### config.mk
export PLATFORM = sky130hd
export DESIGN_NAME = settle_timer
export DESIGN_NICKNAME = d
export VERILOG_FILES = /design/src/rtl/gate_bist_checker_settle_timer.sv
export SDC_FILE = /design/constraint.sdc
export NUM_CORES = 1
export LEC_CHECK = 0
export BUFFER_PORTS_ARGS = -buffer_cell sky130_fd_sc_hd__buf_2
export CORE_AREA = 2 2 39 41
export CTS_BUF_LIST = sky130_fd_sc_hd__clkbuf_16
export DETAILED_ROUTE_END_ITERATION = 12
export DIE_AREA = 0 0 41 43
export SYNTH_ARGS = -nofsm -noshare
export SYNTH_HDL_FRONTEND = slang
export SYNTH_SLANG_ARGS = --single-unit
### constraint.sdc
create_clock -name clk_i -period 1.6 [get_ports clk_i]
set_clock_uncertainty 0.1 [all_clocks]
set_input_delay 0.16 -clock clk_i [delete_from_list [all_inputs] [get_ports clk_i]]
set_output_delay 0.16 -clock clk_i [all_outputs]
set_load 0.1 [all_outputs]
### src/rtl/gate_bist_checker_settle_timer.sv
// Settle timer: 8-bit up counter with synchronous clear and a terminal-count flag at
// SETTLE_CYCLES-1, used to hold each stimulus vector steady before the output is sampled.
module settle_timer #(
  parameter int unsigned SETTLE_CYCLES = 4
) (
  input  logic clk_i,
  input  logic rst_ni,
  input  logic clr_i,
  input  logic en_i,
  output logic tc_o
);

  logic [7:0] cnt_q, cnt_d;

  always_comb begin
    cnt_d = cnt_q;
    if (clr_i) begin
      cnt_d = '0;
    end else if (en_i) begin
      cnt_d = cnt_q + 8'd1;
    end
  end

  always_ff @(posedge clk_i or negedge rst_ni) begin
    if (!rst_ni) begin
      cnt_q <= '0;
    end else begin
      cnt_q <= cnt_d;
    end
  end

  assign tc_o = (cnt_q == 8'(SETTLE_CYCLES - 1));

endmodule

# Yosys cells after proc, flatten, opt, wreduce, memory -nomap -nowiden

Cells that the tools add are included.
W data, S select, Z words.

$add $sub $neg: 1
Multiply operators: 0
Divide/modulo/power cells: 0
Order comparisons: 0
Equal/unequal tests: 1
Shift operators: 0
Multiplexer cells: 2
Bitwise gates (word level): 0
Reductions and logical operators: 1

Operators by type and width:

| cell                  | count |
|---|---|
| $mux W8               | 2 |
| $add A8 B1 Y8 const B | 1 |
| $eq A8 B2 Y1 const B  | 1 |
| $reduce_bool A2 Y1    | 1 |

Bits in registers: 8
Bits in latches: 0
RAM bits: 0
ROM bits: 0
Output and inout port bits: 1
Word-level logic and storage cells: 6
Memories kept: 0

# Longest topological paths before layout

Depth in word-level cells: 3
Gate-level depth with buffers: 4

# Least setup slack after synthesis

OpenSTA, ideal clock, no wires.

Path kind: register to output
Start point: register cnt_q[4]
End point: output port tc_o
Data arrival time: 1.438 ns
Path slack: -0.098 ns
Cell stages (with the launch flop): 3
Cells stage by stage: dfrtp_1 -> nor4_1 -> and3_1

Cells in the longest elaborated chain, start to end: 1

RTL lines:

| item                     | RTL line | text |
|---|---|---|
| start: declaration       | 13       | `logic [7:0] cnt_q, cnt_d;` |
| start signal: assignment | 28       | `cnt_q <= cnt_d;` |
| $eq A8 B2 Y1             | 32       | `assign tc_o = (cnt_q == 8'(SETTLE_CYCLES - 1));` |
| end: declaration         | 10       | `output logic tc_o` |

No other way between the ends.

# Final worst setup path

Start point: register cnt_q[7]
End point: output port tc_o

The elaborated chain is that of the path after synthesis.

==> flow_summary_export.csv <==
group,metric,value,unit
status,status,"complete, no violations",
critical_path,worst_setup_path_start_kind,"flop",
pwr,vdd_drop_max,416,uV
timing,timing.setup.tns,0,ps
synth,ys_types,17,
critical_path,reg2reg_slack,290,ps
run,maxCapViolations,0,
synth,yosys.area.top_type,"dfrtp_1",
timing,report.final.hold_viol_count,0,
critical_path,rr_startpoint,"cnt_q[0]",
synth,top_cell_types_by_occurrence_after_synthesis,"dfrtp_1, nor2_1",
final_layout,core_occupancy_in_the_finished_layout,0.392,
pwr,pwrdens,1240,nW/um^2
final_layout,postLayoutCellArea,542,um^2
final_layout,largest_reg_flops,8,
final_layout,n_antenna_cell,0,
final_layout,area.growth.synth_to_final,31.6,%
global_routing,grt_overflow,0,
critical_path,worstPathRequired,1340,ps
critical_path,count_of_cell_instances_traversed_by_the_critical_path,3,
critical_path,largest_driver_fanout_on_the_critical_path,3,
critical_path,worst_ep_arrival_time,1270,ps
route,route.vias.total,324,
die,start_util,0.297,
place,placement.cell_area,449,um^2
synth,synth-seq-area-share,0.486,
synth,asyncSetResetFlopFracSynth,1.00,
die,rows,14,
die,die-area,1760,um^2
die,design.core.area,1380,um^2
route,detail_route.vias_per_cell,5.14,
clock_tree,cts_inserted_buffers,3,
route,wire_per_inst,12.5,um
route,detailedRoute.firstPassIterationCount,4,
timing,min_period_over_period,0.958,
place,portBuffers,4,
synth,post_synthesis_cell_area,412,um^2
final_layout,largest_registers,"cnt_q x8",
timing,slew_viol_final,0,
synth,most_area_consuming_cells_after_synthesis,"dfrtp_1, xor2_1, nor2_1",
die,die-height,43,um
timing,final-setup-viol-count,0,
min_path,hold_path.class,"in2reg",
clock_tree,clk_pin_slew_worst_paths,40,ps
timing,maxClockFrequency,0.652,GHz
critical_path,worst_setup_path_endpoint,"tc_o",
synth,synth.ff_latch_count,8,
synth,number_of_enable_type_register_cells_in_the_synthesized_netlist,0,
final_layout,sequential_standard_cell_area,200,um^2
critical_path,setup_cp_type,"reg2out",
critical_path,worst_setup_path_startpoint,"cnt_q[7]",
final_layout,layout-drive-gt1-share,0.234,
route,drtAntennaViolNets,0,
global_routing,grt_antenna_before_repair,0,
global_routing,via_count_of_the_first_global_routing_pass,315,
route,drt_iter0_markers,4,
global_routing,largest_net_degree_at_the_start_of_global_routing,10,
final_layout,finalNetCount,54,
critical_path,regToRegEndpoint,"cnt_q[6]",
route,detail_route.wirelength,788,um
critical_path,slowest_stage,"dfrtp_1",
min_path,min_path_cells,2,
clock_tree,cts.htree.levels,1,
final_layout,count_of_filler_cells_inserted_in_the_layout,145,
synth,post-synth-top-count-cell,"dfrtp_1",
critical_path,reg2reg_depth,4,
synth,postSynth.topFlopCell,"dfrtp_1",
critical_path,critical_path.endpoint_type,"output port",
global_routing,grt_usage,0.129,
route,route.detailed.drc,0,
clock_tree,root_driver,"clkbuf_16",
clock_tree,cts.sinks,8,
critical_path,critical_path.cell_chain,"nor4_1 > and3_2 > buf_12",
die,ios,5,
critical_path,path_delay_family,"simple AND/OR/NAND/NOR gates",
clock_tree,tritoncts,"built",
timing,setup_repair_after_global_routing_missed_its_margin,"false",
timing,period_minus_slack,1530,ps
synth,ys.warnings.count,0,
synth,cells_after_synthesis,40,
pwr,p_total,673,uW
place,globalplace.congestion,0.684,
critical_path,critical_path.n_buffers_inverters,1,
synth,synth_nets,45,
final_layout,multi_input_area,194,um^2
global_routing,grt_first_pass_wirelength,1390,um
critical_path,cp_slowest_stage_delay,380,ps
clock_tree,worstSkewPairLatency,230,ps
pwr,power.leakage,0.000234,uW
clock_tree,clockBufferDepth,2,
timing,slew-limit-headroom,0.856,
synth,synth_largest_type_area_fraction,0.486,
timing,worstMarginPinSlew,216,ps
final_layout,max_flop_register,"cnt_q",
die,overall_die_width,41,um
synth,synth_area_per_cell,10.3,um^2
[worst min path at each step]
stage	endpoint	start	slack [ps]
after CTS	cnt_q[7]	clr_i	120
after global routing	cnt_q[7]	clr_i	130
after global placement	cnt_q[7]	rst_ni	-90
final	cnt_q[7]	clr_i	120
after floorplan	cnt_q[0]	rst_ni	-240
after detailed placement	cnt_q[7]	rst_ni	-90
[per-stage QoR]
stage,hold slack [ps],setup WS [ps],std cells
detailed placement,-85.7,263,58
floorplan,-236,183,40
finish,115,67.2,63
global route,133,17.8,63
CTS,121,15.9,62
global placement,-86.2,264,58
[layout make-up]
type,instances,area share
Timing Repair Buffer,6,0.0970
Tap cell,16,0.0370
Sequential cell,8,0.370
Multi-Input combinational cell,30,0.358
Clock buffer,3,0.139
[where the power goes]
| group | leakage, uW | total, uW | internal (uW) | switching [uW] |
|---|---|---|---|---|
| logic | 0.0000872 | 38.9 | 15.4 | 23.5 |
| registers | 0.000110 | 215 | 209 | 6.77 |
| clock network | 0.0000370 | 418 | 322 | 96.2 |
| total | 0.000234 | 673 | 546 | 126 |
[layout by cell type (no fill, tap or decap), drive strengths merged]
master,synthesis,final
dfrtp,8,8
nor2,6,6
buf,2,5
xor2,3,3
nand2,3,3
o21ai,3,3
or3,3,3
a21oi,3,3
clkbuf,0,3
nand4,3,3
nor4,1,1
and3,1,1
mux2i,1,1
xnor2,1,1
o2111ai,1,1
ha,1,1
dlygate4sd3,0,1
[layer usage]
metal	vias to the layer above	GRT usage	share of wire
met5	-	0	0
met4	0	0.120	0.019
met3	2	0.0471	0.047
met1	157	0.161	0.45
li1	155	-	-
met2	10	0.163	0.48
[kinds of logic after synthesis]
group	share of synthesized area
buffers and inverters	0.0456
AOI/OAI and AO/OA	0.109
adders and majority gates	0.0304
and+or+nand+nor	0.219
xor gates and xnor gates	0.0851
muxes	0.0243
DFF	0.486
[repair_timing]
item	CTS	global route
hold buffers	1	0
buffers inserted	0	1
hold endpoints to repair	8	0
resized for setup	0	0
endpoints found under the setup margin	0	1
Note: power is estimated with default switching activity, not from simulation.
